--- config.mk ---
export PLATFORM = sky130hd
export DESIGN_NAME = exec_unit
export DESIGN_NICKNAME = d
export VERILOG_FILES = /design/src/rtl/exec_unit.sv
export SDC_FILE = /design/constraint.sdc
export NUM_CORES = 2
export LEC_CHECK = 0
export CORE_UTILIZATION = 25
export CTS_CLUSTER_DIAMETER = 60
export DETAILED_ROUTE_END_ITERATION = 16
export DONT_BUFFER_PORTS = 1
export HOLD_SLACK_MARGIN = 0.05
export PLACE_DENSITY_LB_ADDON = 0.08
export SLEW_MARGIN = 20
export SYNTH_ARGS = -nofsm -noshare
export SYNTH_HDL_FRONTEND = slang
export SYNTH_SLANG_ARGS = --single-unit
export TNS_END_PERCENT = 10
--- constraint.sdc ---
create_clock -name clk -period 9 [get_ports clk]
set_input_delay 1.8 -clock clk [delete_from_list [all_inputs] [get_ports clk]]
set_output_delay 1.8 -clock clk [all_outputs]
set_load 0.03 [all_outputs]
--- src/rtl/exec_unit.sv ---
// Execution unit: a small issue queue feeding a single-cycle ALU/branch/JALR path
// and an iterative shift-add multiplier; results leave as a one-cycle pulse tagged by ROB id.
module exec_unit #(
    parameter int XLEN   = 32,
    parameter int ROB_W  = 3,
    parameter int QDEPTH = 4
) (
    input  logic             clk,
    input  logic             rst_in,
    input  logic             rdy_in,
    input  logic             flush,
    input  logic             in_valid,
    output logic             in_ready,
    input  logic [4:0]       in_op,
    input  logic [XLEN-1:0]  in_val1,
    input  logic [XLEN-1:0]  in_val2,
    input  logic [XLEN-1:0]  in_pc,
    input  logic [ROB_W-1:0] in_entry,
    output logic             out_valid,
    output logic [ROB_W-1:0] out_entry,
    output logic [XLEN-1:0]  out_val,
    output logic             out_jump,
    output logic [XLEN-1:0]  out_pc,
    output logic             dbg_state
);

    // Handshake: an op is taken on an edge where rdy_in && in_valid && in_ready && !flush;
    // in_ready reflects only the registered occupancy, so a same-edge pop never frees a slot early.

    localparam int PW = (QDEPTH > 1) ? $clog2(QDEPTH) : 1;
    localparam int CW = PW + 1;
    localparam int SH = $clog2(XLEN);
    localparam int IW = $clog2(XLEN) + 1;

    localparam logic [4:0] OP_ADD   = 5'd0;
    localparam logic [4:0] OP_SUB   = 5'd1;
    localparam logic [4:0] OP_SLL   = 5'd2;
    localparam logic [4:0] OP_SLT   = 5'd3;
    localparam logic [4:0] OP_SLTU  = 5'd4;
    localparam logic [4:0] OP_XOR   = 5'd5;
    localparam logic [4:0] OP_SRL   = 5'd6;
    localparam logic [4:0] OP_SRA   = 5'd7;
    localparam logic [4:0] OP_OR    = 5'd8;
    localparam logic [4:0] OP_AND   = 5'd9;
    localparam logic [4:0] OP_BEQ   = 5'd10;
    localparam logic [4:0] OP_BNE   = 5'd11;
    localparam logic [4:0] OP_BLT   = 5'd12;
    localparam logic [4:0] OP_BGE   = 5'd13;
    localparam logic [4:0] OP_BLTU  = 5'd14;
    localparam logic [4:0] OP_BGEU  = 5'd15;
    localparam logic [4:0] OP_JALR  = 5'd16;
    localparam logic [4:0] OP_MUL   = 5'd17;
    localparam logic [4:0] OP_MULH  = 5'd18;
    localparam logic [4:0] OP_MULHU = 5'd19;

    typedef struct packed {
        logic [4:0]       op;
        logic [XLEN-1:0]  v1;
        logic [XLEN-1:0]  v2;
        logic [XLEN-1:0]  pc;
        logic [ROB_W-1:0] entry;
    } q_t;

    typedef enum logic {S_IDLE, S_MUL} state_t;

    q_t               mem [QDEPTH];
    q_t               hd;
    logic [PW-1:0]    head, tail;
    logic [CW-1:0]    count;
    state_t           state, state_next;
    logic             push, pop, is_mul, mul_done;

    logic [2*XLEN-1:0] acc, mcand, acc_next, corr;
    logic [XLEN-1:0]   mplier;
    logic [IW-1:0]     iter;
    logic              mul_hi;
    logic [ROB_W-1:0]  mul_entry;

    logic [XLEN-1:0]   alu, target;
    logic [SH-1:0]     sh;
    logic              lt_s, lt_u, eq;

    function automatic logic [XLEN-1:0] b2w(input logic b);
        return {{(XLEN-1){1'b0}}, b};
    endfunction

    assign hd        = mem[head];
    assign in_ready  = (count != CW'(QDEPTH));
    assign push      = rdy_in && in_valid && in_ready && !flush;
    assign pop       = rdy_in && !flush && (state == S_IDLE) && (count != '0);
    assign is_mul    = (hd.op == OP_MUL) || (hd.op == OP_MULH) || (hd.op == OP_MULHU);
    assign mul_done  = (state == S_MUL) && (iter == IW'(XLEN - 1));
    assign dbg_state = (state == S_MUL);

    // ---------------- queue ----------------
    always_ff @(posedge clk) begin
        if (push) begin
            mem[tail] <= '{op: in_op, v1: in_val1, v2: in_val2, pc: in_pc, entry: in_entry};
        end
    end

    always_ff @(posedge clk or posedge rst_in) begin
        if (rst_in) begin
            head  <= '0;
            tail  <= '0;
            count <= '0;
        end else if (rdy_in) begin
            if (flush) begin
                head  <= '0;
                tail  <= '0;
                count <= '0;
            end else begin
                if (push) tail <= tail + PW'(1);
                if (pop)  head <= head + PW'(1);
                case ({push, pop})
                    2'b10:   count <= count + CW'(1);
                    2'b01:   count <= count - CW'(1);
                    default: ;
                endcase
            end
        end
    end

    // ---------------- FSM ----------------
    always_ff @(posedge clk or posedge rst_in) begin
        if (rst_in)      state <= S_IDLE;
        else if (rdy_in) state <= state_next;
    end

    always_comb begin
        state_next = state;
        case (state)
            S_IDLE:  if (pop && is_mul) state_next = S_MUL;
            S_MUL:   if (mul_done)      state_next = S_IDLE;
            default: state_next = S_IDLE;
        endcase
        if (flush) state_next = S_IDLE;
    end

    // ---------------- single-cycle datapath ----------------
    assign sh     = hd.v2[SH-1:0];
    assign lt_s   = $signed(hd.v1) < $signed(hd.v2);
    assign lt_u   = hd.v1 < hd.v2;
    assign eq     = hd.v1 == hd.v2;
    assign target = (hd.v1 + hd.v2) & ~XLEN'(1);

    always_comb begin
        alu = '0;
        case (hd.op)
            OP_ADD:  alu = hd.v1 + hd.v2;
            OP_SUB:  alu = hd.v1 - hd.v2;
            OP_SLL:  alu = hd.v1 << sh;
            OP_SLT:  alu = b2w(lt_s);
            OP_SLTU: alu = b2w(lt_u);
            OP_XOR:  alu = hd.v1 ^ hd.v2;
            OP_SRL:  alu = hd.v1 >> sh;
            OP_SRA:  alu = $unsigned($signed(hd.v1) >>> sh);
            OP_OR:   alu = hd.v1 | hd.v2;
            OP_AND:  alu = hd.v1 & hd.v2;
            OP_BEQ:  alu = b2w(eq);
            OP_BNE:  alu = b2w(!eq);
            OP_BLT:  alu = b2w(lt_s);
            OP_BGE:  alu = b2w(!lt_s);
            OP_BLTU: alu = b2w(lt_u);
            OP_BGEU: alu = b2w(!lt_u);
            OP_JALR: alu = hd.pc + XLEN'(4);
            default: alu = '0;
        endcase
    end

    // ---------------- multiplier ----------------
    // The loop is always an unsigned shift-add; for MULH the accumulator is preloaded with
    // the two's-complement sign corrections so the high half comes out signed x signed.
    always_comb begin
        corr = '0;
        if (hd.op == OP_MULH) begin
            if (hd.v1[XLEN-1]) corr = corr - {hd.v2, {XLEN{1'b0}}};
            if (hd.v2[XLEN-1]) corr = corr - {hd.v1, {XLEN{1'b0}}};
        end
    end

    assign acc_next = acc + (mplier[0] ? mcand : '0);

    always_ff @(posedge clk or posedge rst_in) begin
        if (rst_in) begin
            acc       <= '0;
            mcand     <= '0;
            mplier    <= '0;
            iter      <= '0;
            mul_hi    <= 1'b0;
            mul_entry <= '0;
        end else if (rdy_in && !flush) begin
            if (pop && is_mul) begin
                acc       <= corr;
                mcand     <= {{XLEN{1'b0}}, hd.v1};
                mplier    <= hd.v2;
                iter      <= '0;
                mul_hi    <= (hd.op != OP_MUL);
                mul_entry <= hd.entry;
            end else if (state == S_MUL) begin
                acc    <= acc_next;
                mcand  <= mcand << 1;
                mplier <= mplier >> 1;
                iter   <= iter + IW'(1);
            end
        end
    end

    // ---------------- result register ----------------
    always_ff @(posedge clk or posedge rst_in) begin
        if (rst_in) begin
            out_valid <= 1'b0;
            out_jump  <= 1'b0;
            out_entry <= '0;
            out_val   <= '0;
            out_pc    <= '0;
        end else if (rdy_in) begin
            out_valid <= 1'b0;
            out_jump  <= 1'b0;
            if (!flush) begin
                if (pop && !is_mul) begin
                    out_valid <= 1'b1;
                    out_entry <= hd.entry;
                    out_val   <= alu;
                    if (hd.op == OP_JALR) begin
                        out_jump <= 1'b1;
                        out_pc   <= target;
                    end
                end else if (mul_done) begin
                    out_valid <= 1'b1;
                    out_entry <= mul_entry;
                    out_val   <= mul_hi ? acc_next[2*XLEN-1:XLEN] : acc_next[XLEN-1:0];
                end
            end
        end
    end

endmodule

* After elaboration in Yosys (flattened, before gate mapping) *
Memories as Yosys holds them, arrays and structs flattened.
Cells that the tools add are included.

storage, ports and cells
  flip-flop bits (word level) = 246
  RAM bits = 416
  input port bits = 109
  word-level logic and storage cells = 131
  memories kept = 1

operators by class
  add/subtract/negate cells = 11
  order comparisons = 2
  eq/ne operators = 25
  shifts and indexed selects = 3
  mux-type cells = 37
  bitwise gates (word level) = 5
  reduce and logical (&&, ||, !) cells = 32

memories
  name  words  bits a word  rd ports  clocked after memory_dff  wr ports  line  source
  mem   4      104          1         0                         1         66    q_t mem [QDEPTH];

operators by type and width
  cell                   count
  $mux 64                9
  $pmux 32 s15           1
  $mux 32                5
  $add 64x64->64         1
  $lt 32x32->1           2
  $sub 1x64->64 const A  1
  $sub 64x64->64         1
  $eq 5x4->1 const B     8
  $add 32x3->32 const B  1
  $add 32x32->32         1
  $and 32x32->32         1
  $eq 32x32->1           1
  $or 32x32->32          1
  $shl 32x5->32          1
  $shr 32x5->32          1
  $sshr 32x5->32         1
  $sub 32x32->32         1
  $xor 32x32->32         1
  $eq 5x3->1 const B     4
  $eq 5x5->1 const B     4
  $mux 6                 2
  $mux 1                 11
  $eq 5x2->1 const B     2
  $reduce_and 2->1       5
  other kinds (24)       49

* Longest topological paths before layout *
  depth in word-level cells = 8
  depth in mapped cells = 27

* Worst setup path after synthesis *
No wires, ideal clock.

  path type = input to register
  start = in in_valid
  end = mem mem[0][0] (netlist name) (enable)
  data arrival time = 4.864 ns
  required time = 8.525 ns
  setup slack = 3.662 ns
  stages on the path = 4
  path through = and3_1 -> clkbuf_1 -> nor2b_1 -> and2_1

on the way
  longest elaborated chain between the ends = 5

RTL lines
  element                          line  source
  from (decl)                      12    input logic in_valid,
  $logic_and 1x1->1 (3 in series)  89    assign push = rdy_in && in_valid && in_ready && !flush;
  $mux 1                           97    if (push) begin
  $mux 1 (implied by the code)     98    mem[tail] <= '{op: in_op, v1: in_val1, v2: in_val2, pc: in_pc, entry: in_entry};
  to (decl)                        66

No other way between the ends.

* Worst setup path in the final report *
  start = reg head[1]
  end = reg acc[63]

on the way
  longest elaborated chain between the ends = 8
  elaborated cells between the ends (all ways) = 16
  those cells by class = add/sub (2); eq/ne (3); mux (5); reduce/logical (5); memory (1)

RTL lines
  element                 line  source
  from (decl)             68    logic [PW-1:0] head, tail;
  from (signal assigned)  114   if (pop) head <= head + PW'(1);
  $mem_v2 4x104 *         n/a
  $sub 1x64->64           177   if (hd.v1[XLEN-1]) corr = corr - {hd.v2, {XLEN{1'b0}}};
  $mux 64                 177
  $mux 64                 176   if (hd.op == OP_MULH) begin
  $sub 64x64->64          178   if (hd.v2[XLEN-1]) corr = corr - {hd.v1, {XLEN{1'b0}}};
  $mux 64                 178
  $mux 64                 176
  $mux 64                 193   if (pop && is_mul) begin
  to (signal assigned)    194   acc <= corr;
  to (signal assigned)    201   acc <= acc_next;
  to (decl)               73    logic [2*XLEN-1:0] acc, mcand, acc_next, corr;

Mark *: on every way between the ends. The rest lies on a longest branch, timed or not. The select of a mux whose other input is x is not followed.
A chain may end at the register's enable or synchronous reset.

==> impl_metrics.yaml <==
placed_design:
  place_hpwl_mm: 151
  dpl.cell_count: 6090
  port_buffers: 0
  place_ws_ns: 2.42
  dpl_cell_area_mm2: 0.0445
  gp_congestion: 0.998
sta:
  setup_viol: 0
  whs_ns: 0.482
  rsz0062_at_grt: "no"
  tightestPinTransition_ns: 1.26
  timing.final.ws_setup_ns: 2.46
  fin_setup_tns_ns: 0
  fmax_ghz: 0.153
  fin_crit_ns: 6.54
  slew-limit-headroom: 0.153
  timing_hold_violations_final: 0
  finClkSkew_ns: 0.0439
  finalCritPeriodShare: 0.727
  slew_viol_final: 0
power_and_ir_drop:
  power.internal_mw: 8.88
  power_switching_mw: 9.72
  p_comb_frac: 0.592
  ir_worst_vdd_v: 0.000163
  clkPwrFrac: 0.186
  power_mw: 18.6
  leakage_nw: 17.7
  power_density_mw_per_mm2: 392
  switching_share: 0.523
  seqPwrFrac: 0.223
cts:
  cts_resized: 0
  clk_latency_ns: 0.73
  root_buffer: "clkbuf_16"
  post-cts-setup-buffer-count: 0
  cts_hold_buffers: 0
  cts_tree: "yes"
  clkTransAtPathRegs_ns: 0.06
  cts_buffers: 88
  cts_sinks: 662
  clockBufferDepth: 3
  cts_max_level: 3
critical_path:
  slowest_delay_ns: 0.78
  path_class: "reg -> reg"
  cp_data_required_time_ns: 9.57
  cp-end-kind: "flop"
  cp-start-kind: "flop"
  crit_arrival_ns: 7.11
  crit_fanout: 33
  crit_path_top_delay_cell: "o21ai_0"
  crit_chain: "buf_4 -> mux2i_1 -> mux2_2 -> inv_1 -> nor2_1 -> nand3_1 -> nor2_2 -> nand2_1 -> nand2_1 -> a21oi_1 -> ha_1 -> a21o_1 -> a21oi_1 -> o21a_1 -> a41o_1 -> o21ai_0 -> a31oi_1 -> o2bb2ai_1 -> o21ai_0 -> mux2i_1 -> o311ai_0"
synth:
  synth_enable_flop_cells: 416
  synth_top_area_share: 0.297
  ys_top_cells_by_area: "edfxtp_1 30%, dfrtp_1 15%, ha_1 5.9%"
  synth-main-ff-cell: "edfxtp_1"
  yosys_warnings: 0
  ys_async_sr_fraction: 0.372
  ys_ff_latch: 662
  synth_top_area_cell: "edfxtp_1"
  yosysSeqAreaShare: 0.443
  syn_inst: 4040
  syn_avg_cell_area_um2: 10.4
  synth_area_mm2: 0.0421
  ys_types: 104
  syn-num-nets: 4352
floorplanning:
  core_mm2: 0.167
  die_w_um: 412
  die-area_mm2: 0.170
  start_util: 0.252
  die_y_um: 412
  ios: 180
  num_rows: 150
global_route:
  gr-usage-all-layers: 0.230
  grt_max_degree: 131
  overflow: 0
  grt_pass1_wl_mm: 275
  antenna_found_initial: 16
  grt_pass1_vias: 33200
final_layout:
  area_delta_synth_final_pct: 12.6
  fin_cells: 6258
  final_area_mm2: 0.0474
  nNetsFinal: 4288
  layout-drive-gt1-share: 0.104
  most-common-layout-cells: "416 x edfxtp_1, 402 x nand2_1, 319 x nor2_1"
  final_core_util: 0.283
  mostFrequentLayoutCell: "edfxtp_1"
detailed_routing:
  viasPerCell: 5.39
  firstDrtPassIters: 5
  drt-total-wl_mm: 199
  ant_nets: 0
  num_vias: 33700
  drc: 0
  wl_per_cell_um: 31.7
  drt_iter0_drc: 3307
status:
  status: "finished, final reports clean"
job:
  max_cap_violations: 0
min_path:
  hp-class: "reg -> reg"
## cells by family after synthesis
family          Yosys count  synth area share
simple gates           1180             0.131
compound gates         1116             0.177
flops                   662             0.443
buf+inv                 383            0.0415
mux                     308             0.107
fa+ha+maj               203            0.0612
xor+xnor                187            0.0389
other cells               1         0.0000891
## flip-flops by register name, summed over array words and instances (netlist names)
register,count
mem,416
tail,2
out_jump,1
head,2
mul_hi,1
out_valid,1
count,3
out_val,32
mplier,32
iter,6
dbg_state,1
acc,64
out_pc,31
out_entry,3
mul_entry,3
mcand,64
## path summary, 6_finish.rpt
path | startpoint | to | slack (ns) | cells after the start
max in group asynchronous | rst_in | mplier[0] | 6.65 | 2
min in group asynchronous | rst_in | iter[2] | 1.04 | 1
hold reg to reg | mplier[20] | mplier[20] | 0.48 | 2
hold / removal | mplier[20] | mplier[20] | 0.48 | 2
setup / recovery | head[1] | acc[63] | 2.46 | 21
setup reg to reg | head[1] | acc[63] | 2.46 | 21
## cells in the mapped netlist (all sizes together) (40+ instances only)
| library cell | number |
|---|---|
| mux2i | 161 |
| mux4 | 101 |
| o21ai | 293 |
| mux2 | 46 |
| xor2 | 58 |
| nand3 | 65 |
| nand2 | 405 |
| a22oi | 40 |
| a21oi | 231 |
| nor2 | 325 |
| and2 | 86 |
| buf | 87 |
| a211oi | 48 |
| dfrtp | 246 |
| nor3 | 86 |
| edfxtp | 416 |
| clkbuf | 162 |
| ha | 198 |
| inv | 131 |
| nand4 | 45 |
| a21o | 48 |
| xnor2 | 129 |
| a22o | 69 |
| o211ai | 44 |
## power by group through the flow
stage | Clock, mW | Combinational [mW] | Sequential (mW)
after global routing | 3.67 | 11.5 | 4.18
after global placement | 0 | 10.9 | 4.21
after CTS | 3.57 | 10.8 | 4.15
after floorplan | 0 | 6.54 | 3.98
after detailed placement | 0 | 10.8 | 4.21
final | 3.45 | 11.0 | 4.14
## layout make-up
| type | count | area, um^2 |
|---|---|---|
| Fill cell | 17400 | 120000 |
| Multi-Input combinational cell | 2995 | 21800 |
| Sequential cell | 662 | 18700 |
| Tap cell | 2204 | 2760 |
| Clock buffer | 113 | 2380 |
| Timing Repair Buffer | 96 | 808 |
| Inverter | 133 | 508 |
| Clock inverter | 52 | 478 |
| Antenna cell | 3 | 7.51 |
## routing by layer
metal | routed length, um | GRT usage | vias to the layer above
met5 | 68 | 0 | -
li1 | - | - | 15100
met4 | 7840 | 0.0852 | 10
met2 | 88600 | 0.357 | 1142
met1 | 89400 | 0.311 | 17200
met3 | 12700 | 0.0497 | 303
## worst max-delay path: cells and delay by family, from the launching register on
| family | cells | cell delay [ns] |
|---|---|---|
| AOI/OAI and AO/OA | 10 | 2.45 |
| and+or+nand+nor | 5 | 1.37 |
| DFF | 1 | 0.77 |
| muxes | 3 | 0.74 |
| buffers and inverters | 2 | 0.54 |
| adders and majority gates | 1 | 0.45 |
No activity file was read; power rests on OpenSTA's default activity.
